$ cat config.mk
export PLATFORM = sky130hd
export DESIGN_NAME = reg_scoreboard
export DESIGN_NICKNAME = d
export VERILOG_FILES = /design/src/rtl/cpu_pkg.sv /design/src/rtl/sb_counter.sv /design/src/rtl/reg_scoreboard.sv
export SDC_FILE = /design/constraint.sdc
export NUM_CORES = 1
export LEC_CHECK = 0
export ABC_AREA = 1
export CAP_MARGIN = 20
export CORE_MARGIN = 2
export CORE_UTILIZATION = 40
export CTS_CLUSTER_DIAMETER = 120
export DETAILED_ROUTE_END_ITERATION = 8
export PLACE_DENSITY = 0.64
export SYNTH_ARGS = -nofsm -noshare
export SYNTH_HDL_FRONTEND = slang
export SYNTH_HIERARCHICAL = 1
export SYNTH_SLANG_ARGS = --single-unit
export TNS_END_PERCENT = 1
$ cat constraint.sdc
create_clock -name clk -period 2.7 [get_ports clk]
set_input_delay 0.54 -clock clk [delete_from_list [all_inputs] [get_ports clk]]
set_output_delay 0.54 -clock clk [all_outputs]
set_load 0.02 [all_outputs]
$ cat src/rtl/cpu_pkg.sv
// Shared CPU definitions: register addressing and scoreboard sizing.
package cpu_pkg;

  typedef logic [3:0] reg_addr_t;

  localparam reg_addr_t REG_SP = 4'd13;
  localparam reg_addr_t REG_PC = 4'd15;

  localparam int SB_CNT_W   = 2;
  localparam int SB_CNT_MAX = (1 << SB_CNT_W) - 1;

endpackage

$ cat src/rtl/sb_counter.sv
// Saturating in-flight write counter for one architectural register.
// Simultaneous inc and dec cancel. Overflow and underflow hold the count
// and raise err_o for that cycle.
module sb_counter #(
  parameter int CNT_W = 2
) (
  input  logic             clk,
  input  logic             rst_n,
  input  logic             inc_i,
  input  logic             dec_i,
  output logic [CNT_W-1:0] count_o,
  output logic [CNT_W-1:0] next_o,
  output logic             err_o
);

  localparam logic [CNT_W-1:0] CNT_MAX = '1;

  logic [CNT_W-1:0] cnt_q, cnt_d;

  // Next count with saturation at both ends; err flags an illegal request
  always_comb begin
    cnt_d = cnt_q;
    err_o = 1'b0;
    if (inc_i && !dec_i) begin
      if (cnt_q == CNT_MAX) err_o = 1'b1;
      else                  cnt_d = cnt_q + 1'b1;
    end else if (dec_i && !inc_i) begin
      if (cnt_q == '0) err_o = 1'b1;
      else             cnt_d = cnt_q - 1'b1;
    end
  end

  // Count register, cleared asynchronously
  always_ff @(posedge clk or negedge rst_n) begin
    if (!rst_n) cnt_q <= '0;
    else        cnt_q <= cnt_d;
  end

  assign count_o = cnt_q;
  assign next_o  = cnt_d;

endmodule

$ cat src/rtl/reg_scoreboard.sv
// Register write scoreboard: counts writes in flight between decode and
// write-back and raises a same-cycle hazard when a decoded source still
// has a write outstanding. The PC (r15) is never tracked.
module reg_scoreboard
  import cpu_pkg::*;
#(
  parameter int NREGS     = 16,
  parameter int CNT_W     = SB_CNT_W,
  parameter int WB_BYPASS = 1
) (
  input  logic             clk,
  input  logic             rst_n,
  input  logic             i_stall,
  input  logic             i_issue_en,
  input  logic [3:0]       i_issue_rd,
  input  logic             i_rs_a_en,
  input  logic [3:0]       i_rs_a,
  input  logic             i_rs_b_en,
  input  logic [3:0]       i_rs_b,
  input  logic             i_wb_en,
  input  logic [3:0]       i_wb_rd,
  output logic             o_hazard,
  output logic [NREGS-1:0] o_pending_r,
  output logic             o_busy_r,
  output logic             o_err_r
);

  logic [NREGS-1:0][CNT_W-1:0] cnt;
  logic [NREGS-1:0][CNT_W-1:0] cnt_nx;
  logic [NREGS-1:0]            err_vec;
  logic [NREGS-1:0]            pend_d;
  logic                        issue_acc;
  logic                        hz_a, hz_b;

  logic [NREGS-1:0] pending_q;
  logic             busy_q;
  logic             err_q;

  // One counter per tracked register; the top slot (PC) stays empty
  genvar gi;
  generate
    for (gi = 0; gi < NREGS - 1; gi++) begin : g_cnt
      sb_counter #(.CNT_W(CNT_W)) u_cnt (
        .clk     (clk),
        .rst_n   (rst_n),
        .inc_i   (issue_acc && (i_issue_rd == reg_addr_t'(gi))),
        .dec_i   (i_wb_en && (i_wb_rd == reg_addr_t'(gi))),
        .count_o (cnt[gi]),
        .next_o  (cnt_nx[gi]),
        .err_o   (err_vec[gi])
      );
      assign pend_d[gi] = |cnt_nx[gi];
    end
  endgenerate

  assign cnt[NREGS-1]     = '0;
  assign cnt_nx[NREGS-1]  = '0;
  assign err_vec[NREGS-1] = 1'b0;
  assign pend_d[NREGS-1]  = 1'b0;

  // Source hazards; a write-back retiring the last pending write bypasses
  always_comb begin
    hz_a = i_rs_a_en && (i_rs_a != REG_PC) && (cnt[i_rs_a] != '0);
    if ((WB_BYPASS != 0) && i_wb_en && (i_wb_rd == i_rs_a) &&
        (cnt[i_rs_a] == CNT_W'(1)))
      hz_a = 1'b0;
    hz_b = i_rs_b_en && (i_rs_b != REG_PC) && (cnt[i_rs_b] != '0);
    if ((WB_BYPASS != 0) && i_wb_en && (i_wb_rd == i_rs_b) &&
        (cnt[i_rs_b] == CNT_W'(1)))
      hz_b = 1'b0;
  end

  assign o_hazard  = hz_a || hz_b;
  assign issue_acc = i_issue_en && !i_stall && !o_hazard && (i_issue_rd != REG_PC);

  // Status registers track post-update counts; error is sticky until reset
  always_ff @(posedge clk or negedge rst_n) begin
    if (!rst_n) begin
      pending_q <= '0;
      busy_q    <= 1'b0;
      err_q     <= 1'b0;
    end else begin
      pending_q <= pend_d;
      busy_q    <= |pend_d;
      err_q     <= err_q || (|err_vec);
    end
  end

  assign o_pending_r = pending_q;
  assign o_busy_r    = busy_q;
  assign o_err_r     = err_q;

endmodule

Word level (Yosys, flattened, before mapping)
Index checks and enable logic that the tools add are counted.
{"block": "op_classes", "add_sub_neg": 30, "order_cmp": 2, "n_eq_ne": 50, "mux": 126, "n_reduce_logical": 141}
{"op": "$mux 2", "count": 62}
{"op": "$logic_and 1x1->1", "count": 71}
{"op": "$mux 1", "count": 62}
{"op": "$eq 4x4->1 const B", "count": 14}
{"op": "$eq 4x3->1 const B", "count": 8}
{"op": "$logic_not 1->1", "count": 32}
{"op": "$add 2x1->2 const B", "count": 15}
{"op": "$eq 2x2->1 const B", "count": 15}
{"op": "$logic_not 2->1", "count": 15}
{"op": "$reduce_or 2->1", "count": 15}
{"op": "$reduce_or 30->1", "count": 1}
{"op": "$sub 2x1->2 const B", "count": 15}
{"op": "$bmux 2 s4", "count": 2}
{"op": "$eq 4x2->1 const B", "count": 4}
{"op": "$reduce_or 15->1", "count": 1}
{"op": "$ne 4x4->1 const B", "count": 3}
{"op": "$lt 4x5->1 const B", "count": 2}
{"op": "$eq 4x1->1 const B", "count": 2}
{"op": "$eq 4x4->1", "count": 2}
{"op": "$logic_not 4->1", "count": 2}
{"op": "$eq 2x1->1 const B", "count": 2}
{"op": "$reduce_bool 2->1", "count": 2}
{"op": "$logic_or 1x1->1", "count": 2}
{"block": "word_totals", "regBits": 47, "word_cells": 367}

Longest topological paths before layout
{"block": "logic_depth", "ltp_word": 16, "depth_mapped": 22, "ltp_nobuf": 19}

Cells and area by module
The synthesis kept the hierarchy.
{"mod": "sb_counter", "instances": 15, "cells_each": 21, "area_per_inst_um2": 147.6, "seq_area_each_um2": 50.0}
{"mod": "reg_scoreboard", "instances": 1, "cells_each": 312, "area_per_inst_um2": 1774.2, "seq_area_each_um2": 425.4}

Worst setup path after synthesis
Ideal clock, no wire load.
{"block": "synth_path", "path_kind": "input to register", "from": "input i_rs_a[0]", "to": "register busy_q, in the netlist o_busy_r", "setup_time_ns": 0.140, "t_arrival_ns": 2.590, "required_time_ns": 2.560, "path_slack_ns": -0.030, "stages": 20, "cell_sequence": "buf_6 inv_2 buf_6 nand2_1 nand3_1 nand3_1 a21oi_1 nand2_1 nand3_1 nand3_4 buf_6 nor2_2 nand2_2 nand2_1 nand2_1 nand2_1 nand2_1 or2_2 nor4_1 nand4_1"}
{"element": "start: declaration", "line": "reg_scoreboard.sv:17", "rtl": "input logic [3:0] i_rs_a,"}
{"element": "end signal: assignment", "line": "reg_scoreboard.sv:84", "rtl": "busy_q <= |pend_d;"}
{"element": "end: declaration", "line": "reg_scoreboard.sv:36", "rtl": "logic busy_q;"}

Worst setup path in the final report
{"block": "layout_path", "from": "input i_rs_b[1]", "to": "register err_q, in the netlist o_err_r"}
{"block": "layout_via", "elab_chain_len": 16, "elab_cells_between_ends": 107, "classes_between": "3 x eq/ne; 33 x mux; 71 x reduce/logical"}
{"element": "start: declaration", "line": "reg_scoreboard.sv:19", "rtl": "input logic [3:0] i_rs_b,"}
{"element": "$bmux 2 s4", "line": "reg_scoreboard.sv:67, reg_scoreboard.sv:69"}
{"element": "$mux 2 (not written as such)", "line": "reg_scoreboard.sv:67, reg_scoreboard.sv:69"}
{"element": "$eq 2x1->1 / $reduce_bool 2->1 (equally long branches)", "line": "reg_scoreboard.sv:69, reg_scoreboard.sv:67"}
{"element": "$logic_and 1x1->1 (on tied branches)", "line": "reg_scoreboard.sv:68, reg_scoreboard.sv:67"}
{"element": "$mux 1 *", "line": "reg_scoreboard.sv:68", "rtl": "if ((WB_BYPASS != 0) && i_wb_en && (i_wb_rd == i_rs_b) &&"}
{"element": "$logic_or 1x1->1 *", "line": "reg_scoreboard.sv:73", "rtl": "assign o_hazard = hz_a || hz_b;"}
{"element": "$logic_not 1->1 *", "line": "reg_scoreboard.sv:74", "rtl": "assign issue_acc = i_issue_en && !i_stall && !o_hazard && (i_issue_rd != REG_PC);"}
{"element": "$logic_and 1x1->1 * (2 in a row)", "line": "reg_scoreboard.sv:74"}
{"element": "$logic_and 1x1->1 *", "line": "reg_scoreboard.sv:46", "rtl": ".inc_i (issue_acc && (i_issue_rd == reg_addr_t'(gi))),"}
{"element": "$logic_not 1->1", "line": "sb_counter.sv:27", "rtl": "end else if (dec_i && !inc_i) begin"}
{"element": "$logic_and 1x1->1", "line": "sb_counter.sv:27"}
{"element": "$mux 1", "line": "sb_counter.sv:27"}
{"element": "$mux 1 *", "line": "sb_counter.sv:24", "rtl": "if (inc_i && !dec_i) begin"}
{"element": "named net err_vec[10]", "line": "reg_scoreboard.sv:30", "rtl": "logic [NREGS-1:0] err_vec;"}
{"element": "$reduce_or 15->1 *", "line": "reg_scoreboard.sv:85", "rtl": "err_q <= err_q || (|err_vec);"}
{"element": "$logic_or 1x1->1 *", "line": "reg_scoreboard.sv:85"}
{"element": "end signal: assignment", "line": "reg_scoreboard.sv:85"}
{"element": "end: declaration", "line": "reg_scoreboard.sv:37", "rtl": "logic err_q;"}
Mark *: on every way through the listed nets, which the timed path passes. The rest lies on a longest branch. The select of a mux whose other input is x is not followed.

==> summary.md <==
| Metric | Value |
|---|---|
| Status | `finished with violations` |
| Violated checks | `setup timing` |
| Number of flops mapped to enable cells by yosys | `0` |
| Global-route wire length before repair | `21,100 um` |
| Routability cong. | `0.985` |
| Placed Area | `5340 um2` |
| CP max stage delay | `0.16 ns` |
| Routed met3 length | `735 um` |
| Tmin final | `2.72 ns` |
| Reg clk slew, reported paths | `0.08 ns` |
| H-tree depth | `2` |
| Initial core utilization | `41.0%` |
| Port Buffers | `40` |
| Antenna cells | `0` |
| Most numerous cell in the Yosys netlist | `nand2_1` |
| Crit path max-delay cell type | `buf_12` |
| Rows | `36` |
| Worst-skew pair later-pin latency | `0.30 ns` |
| Syn Area/Cell | `6.36 um2` |
| Crit path launch type | `primary input` |
| Sum of routed wire segments on met1 | `5210 um` |
| Top cells by area, synth | `dfrtp_1 29%, nand2_1 23%, inv_1 8.6%` |
| Slew Viols, Final | `0` |
| Cts bufs inserted | `5` |
| Synth warn | `6` |
| Core box area | `9730 um2` |
| Top sig layer | `met4` |
| Top_reg_cell synth | `dfrtp_1` |
| Cell Area, Synth | `3990 um2` |
| Number of DRC markers in iteration 0 | `309` |
| Vias in the first global route | `4,563` |
| DR pass1 iterations | `6` |
| Nets@finish | `821` |
| Cell Pwr Density | `253 nW/um2` |
| Arrival @ worst endpoint | `2.96 ns` |
| Synth top area share | `29.5%` |
| Setup Total Neg Slack | `-0.0242 ns` |
| Setup slack at placement | `-0.985 ns` |
| Crit path required time | `2.94 ns` |
| Global route overflow | `0` |
| # setup viols final | `1` |
| Syn Nets | `650` |
| Clock Sinks | `47` |
| Final wirelength | `12,800 um` |
| Wire length per cell | `13.8 um` |
| MaxCap Viol Count | `0` |
| Synthesized instance count | `627` |
| Gr usage total | `24.0%` |
| Final non-filler cell total | `932` |
| DP Cell Count | `905` |
| Worst Hold Class | `primary input to async pin` |
| Dpl hpwl | `9820 um` |
| Die ar. | `10,800 um2` |
| Vias per cell | `4.96` |
| Height of the chip | `104 um` |
| CTS max path bufs | `2` |
| Area grow syn2layout | `46.1%` |
| Clock skew | `0.00706 ns` |
| # IOs | `42` |
| Min Hold Slack | `0.341 ns` |
| Flop2flop setup slack | `0.02 ns` |
| Post-route cell area | `5830 um2` |
| CP cell instances | `buf_2, buf_6, nand2_1, nand2_1, nor2_1, nand3_2, nand3_2, nand3_2, nand2_4, nand3_4, buf_12, nor2_4, nand2_2, buf_6, buf_4, buf_4, buf_4, buf_4, buf_4, o22ai_2, nor4_1, nand4_1` |
| Drc violations | `0` |
| Largest net degree at the start of global routing | `48` |
| Async SR Flop Fraction | `100%` |
| CP delay by family, top | `buffers and inverters` |
| Die Width | `104 um` |
| Initial antenna violation count | `0` |
| Pwr Total | `1.47 mW` |
| CTS tree | `built` |
| RSZ-0062 raised after global routing | `yes` |
| Most common cell on crit path | `buf_4` |
| Crit share post-route | `101%` |
| Hold Buf Count CTS | `0` |
| Most frequent cells after synthesis | `244 x nand2_1, 91 x inv_1, 58 x nand3_1, 48 x nor2_1, 47 x dfrtp_1` |
| Post-route antenna net violation count | `0` |
| CP Buf/Inv Count | `9` |
| Worst setup margin | `-0.0242 ns` |
| Crit path kind | `primary input to flop` |
| Sequential area share after synthesis | `29.5%` |
| Metal2 WL | `6400 um` |
| #FFs+latches synth | `47` |
| CP Capture Type | `flop` |
| Unique masters post-synth | `29` |
| Root Buffer | `clkbuf_8` |
| Cell taking the most area after synthesis | `dfrtp_1` |
| Lkg Pwr | `3.10 nW` |
| Maximum clock frequency | `0.367 GHz` |
| Slew HR | `57.8%` |
| Worst IR Drop VDD | `0.000174 V` |
| Vias | `4,621` |
| Worst Tran Pin Value | `0.634 ns` |
| Crit-path max FO | `5` |
| Hold Fails Final Rpt | `0` |
| Final core utilization | `59.9%` |
| Fraction of layout instances using a drive strength above 1 | `37.3%` |
-- power by group --
part | total [mW] | leakage (nW) | internal [mW] | switching, mW
clock | 0.424 | 0.0422 | 0.182 | 0.242
combinational | 0.336 | 2.64 | 0.144 | 0.192
sequential | 0.714 | 0.414 | 0.708 | 0.00598
-- final cells by class --
class	count	area, um2
Timing Repair inverter	1	7.51
Sequential cell	47	1180
Tap cell	133	166
Clock buffer	7	76.3
Fill cell	882	3900
Timing Repair Buffer	173	1430
Clock inverter	1	5.00
Multi-Input combinational cell	477	2600
Inverter	93	357
-- sequential cells by signal (all words and copies together), names as in the netlist --
name,count
o_pending_r,15
o_busy_r,1
g_cnt.u_cnt/count_o,30
o_err_r,1
-- path summary, 6_finish.rpt --
check / from / end / cells past startpoint
setup reg to reg: g_cnt[13].u_cnt/count_o[1] / o_err_r / 20
setup / recovery: i_rs_b[1] / o_err_r / 22
hold / removal: rst_n / g_cnt[9].u_cnt/count_o[1] / 2
max in group asynchronous: rst_n / g_cnt[13].u_cnt/count_o[1] / 2
hold reg to reg: o_err_r / o_err_r / 2
min in group clk: o_err_r / o_err_r / 2
-- cell families after synthesis --
family,count (synthesis),share of synthesized area [%]
AOI/OAI and AO/OA,23,5.93
xor gates and xnor gates,2,0.439
buffers and inverters,104,10.9
DFF,47,29.5
other,1,0.0940
and+or+nand+nor,450,53.1
-- timing repair --
action,CTS,global route
setup endpoints to repair,15,2
cloned,4,0
setup buffers,12,4
pin swaps,27,35
resized for setup,97,47
-- routing by layer --
layer / global-route usage (%) / vias up
li1: - / 2278
met1: 28.6 / 2124
met2: 42.3 / 168
met3: 4.07 / 51
met4: 10.5 / 0
met5: 0 / -
-- layout by cell type, fill, tap and decap left out, types with 2 or more instances in the layout --
master and n:
clkbuf_2 3, clkbuf_1 2, nor2_1 41, nand3_2 18, xnor2_1 2, nor2_4 12, o21ai_1 2, or2_4 22
a21oi_2 3, nor4_2 2, o22ai_2 15, nand3_1 54, nand2_2 38, nor4_4 2, nor2_2 5, dlymetal6s2s_1 4
inv_1 79, nand2_1 236, buf_2 8, clkbuf_8 5, nand3_4 3, or2_2 7, nand4_1 3, nor4_1 3
buf_6 16, clkdlybuf4s50_1 21, inv_2 12, buf_12 2, dfrtp_1 46, buf_4 117, nand3b_1 2
Note: power is estimated with default switching activity, not from simulation.
